`src/rtl/inc_arbiter.sv`:
```
// -----------------------------------------------------------------------------
// inc_arbiter
//
// Purpose:
//   Shares one 16-bit incrementer between NUM_REQ requesters (program
//   counters, stack/pointer registers, DMA address counters). A round-robin
//   arbiter picks one requester at a time with a req/gnt handshake. The
//   winner's operand is registered, incremented on the next edge, and
//   presented on a valid/ready result port.
//
//   Only one operation is in flight at a time. The best case is one result
//   every two cycles: arbitrate, execute, then arbitrate again on the same
//   edge that the result is accepted.
//
// Optional feature (macro INC_ARB_DEC_EN):
//   When the macro is defined, the port req_dec is added. It is sampled
//   together with the winner's operand. A set bit turns that requester's
//   operation into a decrement. out_carry then reports the borrow, which is
//   set only when the operand was 0x0000. Stack-pointer pops use this.
//   When the macro is undefined, every operation is an increment.
//
// Ports:
//   clk        in   system clock, rising edge
//   reset      in   asynchronous active-high reset
//   req        in   [NUM_REQ]    per-requester request, held until gnt
//   in_data    in   [NUM_REQ*16] packed operands, requester i at [16*i +: 16]
//   req_dec    in   [NUM_REQ]    per-requester decrement select (INC_ARB_DEC_EN)
//   gnt        out  [NUM_REQ]    registered one-hot grant pulse
//   out_valid  out  1            result valid
//   out_ready  in   1            consumer accepts the result
//   out_data   out  16           operand +1 (or -1) modulo 2^16
//   out_carry  out  1            carry (or borrow) out of bit 15
//   out_id     out  [ID_W]       index of the requester that owns out_data
// -----------------------------------------------------------------------------
module inc_arbiter #(
    parameter  int NUM_REQ = 4,
    localparam int ID_W    = ($clog2(NUM_REQ) > 1) ? $clog2(NUM_REQ) : 1
) (
    input  logic                   clk,
    input  logic                   reset,
    input  logic [NUM_REQ-1:0]     req,
    input  logic [NUM_REQ*16-1:0]  in_data,
`ifdef INC_ARB_DEC_EN
    input  logic [NUM_REQ-1:0]     req_dec,
`endif
    output logic [NUM_REQ-1:0]     gnt,
    output logic                   out_valid,
    input  logic                   out_ready,
    output logic [15:0]            out_data,
    output logic                   out_carry,
    output logic [ID_W-1:0]        out_id
);

    // One extra bit lets the wrap-around sum rr_ptr + offset be formed
    // without overflow before it is reduced modulo NUM_REQ.
    localparam int SW = ID_W + 1;

    typedef enum logic [1:0] {
        ST_IDLE = 2'd0,
        ST_EXEC = 2'd1,
        ST_OUT  = 2'd2
    } state_t;

    state_t               state_r;
    state_t               state_nxt_s;

    logic [ID_W-1:0]      rr_ptr_r;
    logic [15:0]          op_r;
    logic [ID_W-1:0]      id_r;
`ifdef INC_ARB_DEC_EN
    logic                 dec_r;
`endif

    logic [NUM_REQ-1:0]   gnt_r;
    logic                 out_valid_r;
    logic [15:0]          out_data_r;
    logic                 out_carry_r;
    logic [ID_W-1:0]      out_id_r;

    logic                 any_req_s;
    logic                 arb_s;
    logic [ID_W-1:0]      win_s;
    logic [SW-1:0]        cand_s;
    logic [15:0]          win_op_s;
    logic [16:0]          res_s;

    logic [NUM_REQ-1:0]   gnt_nxt_s;
    logic                 out_valid_nxt_s;
    logic [15:0]          out_data_nxt_s;
    logic                 out_carry_nxt_s;
    logic [ID_W-1:0]      out_id_nxt_s;

    assign gnt       = gnt_r;
    assign out_valid = out_valid_r;
    assign out_data  = out_data_r;
    assign out_carry = out_carry_r;
    assign out_id    = out_id_r;

    // Round-robin winner search from rr_ptr+1 with wrap-around.
    // The loop walks from the farthest offset to the nearest one, so the
    // last matching assignment is the nearest asserted requester.
    always_comb begin
        win_s  = rr_ptr_r;
        cand_s = {SW{1'b0}};
        for (int k = NUM_REQ; k >= 1; k--) begin
            cand_s = {1'b0, rr_ptr_r} + SW'(k);
            if (cand_s >= SW'(NUM_REQ)) begin
                cand_s = cand_s - SW'(NUM_REQ);
            end else begin
                cand_s = cand_s;
            end
            if (req[cand_s[ID_W-1:0]]) begin
                win_s = cand_s[ID_W-1:0];
            end else begin
                win_s = win_s;
            end
        end
    end

    // Decide whether this edge is an arbitration edge.
    // Arbitration happens from IDLE, or from OUT on the edge that hands the
    // result to the consumer.
    always_comb begin
        any_req_s = |req;
        arb_s     = 1'b0;
        case (state_r)
            ST_IDLE: arb_s = any_req_s;
            ST_OUT:  arb_s = any_req_s & out_ready;
            ST_EXEC: arb_s = 1'b0;
            default: arb_s = 1'b0;
        endcase
    end

    // Operand mux. Only the winner's slice is ever captured.
    always_comb begin
        win_op_s = in_data[{win_s, 4'b0000} +: 16];
    end

    // Shared incrementer. Bit 16 is the carry (increment) or borrow (decrement).
    always_comb begin
`ifdef INC_ARB_DEC_EN
        if (dec_r) begin
            res_s = {1'b0, op_r} - 17'd1;
        end else begin
            res_s = {1'b0, op_r} + 17'd1;
        end
`else
        res_s = {1'b0, op_r} + 17'd1;
`endif
    end

    // FSM state register.
    always_ff @(posedge clk or posedge reset) begin
        if (reset) begin
            state_r <= ST_IDLE;
        end else begin
            state_r <= state_nxt_s;
        end
    end

    // FSM next-state logic.
    always_comb begin
        state_nxt_s = state_r;
        case (state_r)
            ST_IDLE: begin
                if (arb_s) begin
                    state_nxt_s = ST_EXEC;
                end else begin
                    state_nxt_s = ST_IDLE;
                end
            end
            ST_EXEC: begin
                state_nxt_s = ST_OUT;
            end
            ST_OUT: begin
                if (!out_ready) begin
                    state_nxt_s = ST_OUT;
                end else if (arb_s) begin
                    state_nxt_s = ST_EXEC;
                end else begin
                    state_nxt_s = ST_IDLE;
                end
            end
            default: begin
                state_nxt_s = ST_IDLE;
            end
        endcase
    end

    // FSM output logic: next values for the registered result port and grant.
    // The result fields keep their last value unless a new result is loaded.
    always_comb begin
        out_valid_nxt_s = out_valid_r;
        out_data_nxt_s  = out_data_r;
        out_carry_nxt_s = out_carry_r;
        out_id_nxt_s    = out_id_r;
        if (arb_s) begin
            gnt_nxt_s = {{(NUM_REQ-1){1'b0}}, 1'b1} << win_s;
        end else begin
            gnt_nxt_s = {NUM_REQ{1'b0}};
        end
        case (state_r)
            ST_IDLE: begin
                out_valid_nxt_s = 1'b0;
            end
            ST_EXEC: begin
                out_valid_nxt_s = 1'b1;
                out_data_nxt_s  = res_s[15:0];
                out_carry_nxt_s = res_s[16];
                out_id_nxt_s    = id_r;
            end
            ST_OUT: begin
                if (out_ready) begin
                    out_valid_nxt_s = 1'b0;
                end else begin
                    out_valid_nxt_s = 1'b1;
                end
            end
            default: begin
                out_valid_nxt_s = 1'b0;
            end
        endcase
    end

    // Registered outputs. A reset clears them asynchronously and drops any
    // grant, result or operand that is in flight.
    always_ff @(posedge clk or posedge reset) begin
        if (reset) begin
            gnt_r       <= {NUM_REQ{1'b0}};
            out_valid_r <= 1'b0;
            out_data_r  <= 16'h0000;
            out_carry_r <= 1'b0;
            out_id_r    <= {ID_W{1'b0}};
        end else begin
            gnt_r       <= gnt_nxt_s;
            out_valid_r <= out_valid_nxt_s;
            out_data_r  <= out_data_nxt_s;
            out_carry_r <= out_carry_nxt_s;
            out_id_r    <= out_id_nxt_s;
        end
    end

    // Operand capture and round-robin pointer update on arbitration edges.
    // The pointer resets to NUM_REQ-1, which gives requester 0 first priority.
    always_ff @(posedge clk or posedge reset) begin
        if (reset) begin
            rr_ptr_r <= ID_W'(NUM_REQ - 1);
            op_r     <= 16'h0000;
            id_r     <= {ID_W{1'b0}};
`ifdef INC_ARB_DEC_EN
            dec_r    <= 1'b0;
`endif
        end else if (arb_s) begin
            rr_ptr_r <= win_s;
            op_r     <= win_op_s;
            id_r     <= win_s;
`ifdef INC_ARB_DEC_EN
            dec_r    <= req_dec[win_s];
`endif
        end else begin
            rr_ptr_r <= rr_ptr_r;
            op_r     <= op_r;
            id_r     <= id_r;
`ifdef INC_ARB_DEC_EN
            dec_r    <= dec_r;
`endif
        end
    end

endmodule

```
`config.mk`:
```
export PLATFORM = sky130hd
export DESIGN_NAME = inc_arbiter
export DESIGN_NICKNAME = d
export VERILOG_FILES = /design/src/rtl/inc_arbiter.sv
export SDC_FILE = /design/constraint.sdc
export NUM_CORES = 1
export LEC_CHECK = 0
export ABC_AREA = 1
export CORE_ASPECT_RATIO = 0.8
export CORE_UTILIZATION = 45
export CTS_CLUSTER_SIZE = 14
export DETAILED_ROUTE_END_ITERATION = 6
export PLACE_DENSITY = 0.84
export SLEW_MARGIN = 20
export SYNTH_ARGS = -nofsm -noshare
export SYNTH_HDL_FRONTEND = slang
export SYNTH_SLANG_ARGS = --single-unit
```
`constraint.sdc`:
```
create_clock -name clk -period 5.35 [get_ports clk]
set_input_delay 1.07 -clock clk [delete_from_list [all_inputs] [get_ports clk]]
set_output_delay 1.07 -clock clk [all_outputs]
set_load 0.05 [all_outputs]
```
# Word-level counts from Yosys, hierarchy flattened
# Index checks and enable logic that the tools add are counted.
[classes] muxes=23 bitwise=1 shift=2 magnitude_cmp=8 n_reduce_logical=2 n_eq_ne=2 addsub=9
[ops] operator="variable part select 64 x 7 -> 16 bit" count=1
[ops] operator="2-to-1 mux 2 bit" count=9
[ops] operator="adder 16 x 1 -> 17 bit (second input constant)" count=1
[ops] operator="greater-or-equal comparator 3 bit (second input constant)" count=4
[ops] operator="less-than comparator 2 x 3 -> 1 bit (second input constant)" count=4
[ops] operator="binary-select mux 1 bit (select 2 bit)" count=4
[ops] operator="subtractor 2 x 1 -> 2 bit (second input constant)" count=4
[ops] operator="adder 2 x 2 -> 3 bit (second input constant)" count=2
[ops] operator="2-to-1 mux 1 bit" count=6
[ops] operator="case mux 2 bit (3 select lines)" count=1
[ops] operator="2-to-1 mux 4 bit" count=1
[ops] operator="case mux 1 bit (2 select lines)" count=2
[ops] operator="OR reduction 4 bit" count=1
[ops] operator="left shift 1 x 2 -> 4 bit (first input constant)" count=1
[ops] operator="adder 2 x 1 -> 3 bit (second input constant)" count=1
[ops] operator="adder 2 x 3 -> 3 bit (second input constant)" count=1
[ops] operator="== test 2 x 1 -> 1 bit (second input constant)" count=1
[ops] operator="== test 2 bit (second input constant)" count=1
[ops] operator="logical NOT 2 bit" count=1
[ops] operator="bitwise AND 1 bit" count=1
[totals] output_inout_bits=24 in_bits=71 elab_cells=56 regBits=46

# Logic depth before layout (Yosys ltp)
[depth] ltp_word=11 depth_mapped=17 mapped_depth_nobuf=15

# Least setup slack after synthesis
# OpenSTA, ideal clock, no wires.
[synth_path] kind="input to register" start="input req[0]" end="register op_r[10]" cell_stages=13 required_ns=5.233 setup_slack_ns=3.160 setup_ns=0.117 arrival_time_ns=2.074 path_buffers=1 path_cell_list="nand2_1 nand2_2 nand2_4 nand2_2 clkinv_2 nand2_2 o21ai_4 inv_4 buf_6 nand2_1 nand2_1 nand2_1 nand2_1"
[synth_via] elab_chain_len=7 word_cells_on_any_way=16 classes_between="1 x shift; 13 x mux; 1 x bitwise; 1 x reduce/logical"
[synth_lines] item="start: declaration" line_no="41" source="input logic [NUM_REQ-1:0] req,"
[synth_lines] item="binary-select mux 1 bit (select 2 bit)" line_no="112" source="if (req[cand_s[ID_W-1:0]]) begin"
[synth_lines] item="2-to-1 mux 1 bit (not written as such)" line_no="112"
[synth_lines] item="2-to-1 mux 2 bit (4 in series)" line_no="112"
[synth_lines] item="variable part select 64 x 7 -> 16 bit" line_no="136" source="win_op_s = in_data[{win_s, 4'b0000} +: 16];"
[synth_lines] item="end signal: assignment" line_no="255" source="op_r <= win_op_s;"
[synth_lines] item="end signal: assignment" line_no="262" source="op_r <= op_r;"
[synth_lines] item="end: declaration" line_no="68" source="logic [15:0] op_r;"
# Several ways; a longest one is shown, not always the timed one. The select of a mux whose other input is x is not followed.
# A chain may end at the register's enable or synchronous reset.

# Final worst setup path
[layout_path] start="input req[1]" end="register id_r[0]"
[layout_via] elab_chain_len=6 word_cells_on_any_way=15 classes_between="13 x mux; 1 x bitwise; 1 x reduce/logical"
[layout_lines] item="binary-select mux 1 bit (select 2 bit)" line_no="112"
[layout_lines] item="2-to-1 mux 1 bit (not written as such)" line_no="112"
[layout_lines] item="2-to-1 mux 2 bit (4 in series)" line_no="112"
[layout_lines] item="end signal: assignment" line_no="249" source="id_r <= {ID_W{1'b0}};"
[layout_lines] item="end signal: assignment" line_no="256" source="id_r <= win_s;"
[layout_lines] item="end signal: assignment" line_no="263" source="id_r <= id_r;"
[layout_lines] item="end: declaration" line_no="69" source="logic [ID_W-1:0] id_r;"
# Several ways; a longest one is shown, not always the timed one. The select of a mux whose other input is x is not followed.

==> results.md <==
- Clock skew after layout: 5.67 ps
- Postcts setup bufs: 0
- Synth top area cells: dfrtp_1 (37%), nand2_1 (24%), nand3_1 (13%)
- Total gr overflow: 0
- DR vias/cell: approximately 5
- Maximum buffer depth of the clock tree: 2
- Detail Placement HPWL: about 5600 µm
- Drt initial violations: 157
- Worst hold margin: about 480 ps
- Die ar.: about 0.0069 mm²
- Global Route Usage Sum: ~23%
- Sw Share: 54.1%
- CTS tree: yes
- Combinational share of power: approximately 66%
- Setup violations, final: 0
- Post-route cell area: approximately 0.0040 mm²
- DRT Wirelength: between 7000 and 8000 µm
- Final Hold Viols: 0
- Max cap viols: 0
- # diodes: 0
- Post-placement cell area: between 0.003 and 0.004 mm²
- Largest net degree at the start of global routing: 47
- Post-DRT Antenna Nets: 0
- Htree depth: 2
- Initial Utilization: 46.5%
- Drt wl/cell: 12.3 µm
- Inserted Clock Buffers: 5
- Cell Area, Synth: between 0.002 and 0.003 mm²
- Root Buffer: clkbuf_8
- Static Leak: between 0.002 and 0.0025 µW
- RSZ-0062 raised after global routing: false
- Clock sinks: 46
- CP Max Fanout: 21
- Number of synthesized flops with an enable pin: 0
- Seq/Total Area, Yosys: 38.9%
- Clock share of power: under 10%
- Port bufs: 94
- Pwr/cell area: just under 700 mW/mm²
- Cell family with the largest share of critical-path delay: simple AND/OR/NAND/NOR gates
- Largest area contributor in the netlist: dfrtp_1
- Max_slew headroom: between 50% and 60%
- Ys Warns: 0
- Final slew viol count: 0
- Top_reg_cell synth: dfrtp_1
- Hold path start: out_data[11]
- Clock Latency Late Sink: ~300 ps
- Syn_nets: between 500 and 600
- Yosys cell types: 32
- CP dominant cell by count: nand2_1
- Net Sw Power: roughly 1500 µW
- Drt first pass iters: 7
- CTS clk-pin slew, worst paths: ~90 ps
- Crit path kind: in -> reg
- Fmax: approximately 340 MHz
- # nets final: approximately 600
- Hold Buf Count CTS: 0
- Most frequent cell after synthesis: nand2_1
- Fin crit period: just under 3000 ps
- Placer Congestion: 0.840
- Die Y-Extent: roughly 75 µm
- Vias in the first global route: roughly 2900
- Worst Path Required: between 5000 and 6000 ps
- Bufs and invs on worst path: 2
- Die X: 92.8 µm
- Crit path from: req[1]
- Crit share post-route: 55.2%
- CP max stage delay: between 400 and 500 ps
- DRC: 0
- Core Util, Final: a little over three fifths
- Worst slew pin tran: between 600 and 700 ps
- Crit-path cells: clkdlybuf4s50_1 -> nor2_1 -> nand3_1 -> nand2_1 -> inv_1 -> nand2_1 -> o21ai_0
- Top Ports: 95
- Status: complete, no violations
- P_int: 1260 µW
- FP Rows: 26
- #FFs+latches synth: 46
- Syn avg cell area: around 6.7 µm²
- TNS Setup: 0 ps
- Resized cells post-CTS: 0
- Peak supply drop: 0.594 mV
- Number of cells produced by synthesis: around 440
- Kind of end point of the critical path: register
- Proportion of layout cells with a drive suffix above 1: under 10%
- Core area: between 0.006 and 0.007 mm²
- Global-route wire length before repair: 12900 µm
- Synth top area share: 37.1%
- Async set-reset flop share out of synthesis: 100%
- Commonest cells post-synth: nand2_1 (192), nand3_1 (75), dfrtp_1 (44), inv_1 (24), nor2_1 (21)
- Syn-to-layout area delta: 34.9%
- Hold Path Class: reg -> reg
- Critical-path top delay cell: nand2_1
- Vias: around 3100
- Seq pwr share: 24.1%
- CP startpoint kind: input port
- Initial antenna violation count: 0
- Crit path DAT: about 3100 ps
- Worst r2r src: rr_ptr_r[0]
==> registers in the layout (all words and copies together), names as in the netlist <==
signal and flops:
op_r 16, out_data 16, gnt 4, id_r 2, out_id 2, rr_ptr_r 2, state_r 2, out_carry 1
out_valid 1
==> metal layers <==
metal | track usage [%] | wire length [µm] | part of all wire, % | up-vias
met5 | 0 | 0 | 0 | -
met4 | 4.96 | 77 | 1.0 | 0
met3 | 4.44 | 494 | 6.6 | 11
met2 | 38.5 | 3280 | 44 | 129
met1 | 32.3 | 3590 | 48 | 1381
li1 | - | - | - | 1565
==> layout by cell type, fill, tap and decap left out, types with 3 or more instances in the layout <==
cell             count
nand2_1            192
ha_1                 5
clkdlybuf4s50_1     94
nand3_1             74
dfrtp_1             44
o21ai_0             13
a21oi_1              4
nor2_1              21
inv_1               23
nand2_2              9
clkbuf_8             6
nand4_1              3
xor2_1               4
==> cell type report <==
class	count	area, µm²
clock buffer	7	86.3
timing repair buffer	95	948
multi-input combinational	342	1560
inverter	29	115
clock inverter	1	30.0
fill	598	2370
sequential	46	1150
tap	84	105
==> power groups by stage <==
| stage | Clock [µW] | Sequential [µW] | Combinational [µW] |
|---|---|---|---|
| global route | 283 | 685 | 2070 |
| detailed placement | 0 | 667 | 1810 |
| CTS | 269 | 662 | 1810 |
| finish | 267 | 664 | 1820 |
| global placement | 0 | 657 | 1750 |
| floorplan | 0 | 852 | 1270 |
==> logic make-up (layout without fill, tap and decap cells) <==
group	Yosys count	in the layout	share of synthesized area, %
AND/OR/NAND/NOR	306	306	43.6
flip-flops	46	46	38.9
adder cells (fa/ha/maj)	5	5	2.11
buffers and inverters	53	132	8.60
XOR/XNOR	5	5	1.48
AO/OA/AOI/OAI	26	26	5.35
==> stage by stage <==
step                power, µW  setup WS, ps  cells
global placement         2410          1890    596
floorplan                2120          3160    441
CTS                      2740          2070    604
finish                   2750          2400    604
global route             3040          2130    604
detailed placement       2470          1750    596
==> tightest hold or removal path: stages, from the launching register on <==
cell	delay (ps)
dfrtp_1	350
nand2_1	50
nand2_1	50
==> worst paths after layout <==
| path | end | slack (ps) | cells after the start |
|---|---|---|---|
| worst max-delay path | id_r[0] | 2400 | 7 |
| worst min-delay path | out_data[11] | 480 | 2 |
| worst max register to register | op_r[15] | 2940 | 13 |
| worst min register to register | out_data[11] | 480 | 2 |
| max in group asynchronous | rr_ptr_r[0] | 3760 | 3 |
| min in group asynchronous | out_valid | 1220 | 3 |
Note: power is estimated with default switching activity, not from simulation.
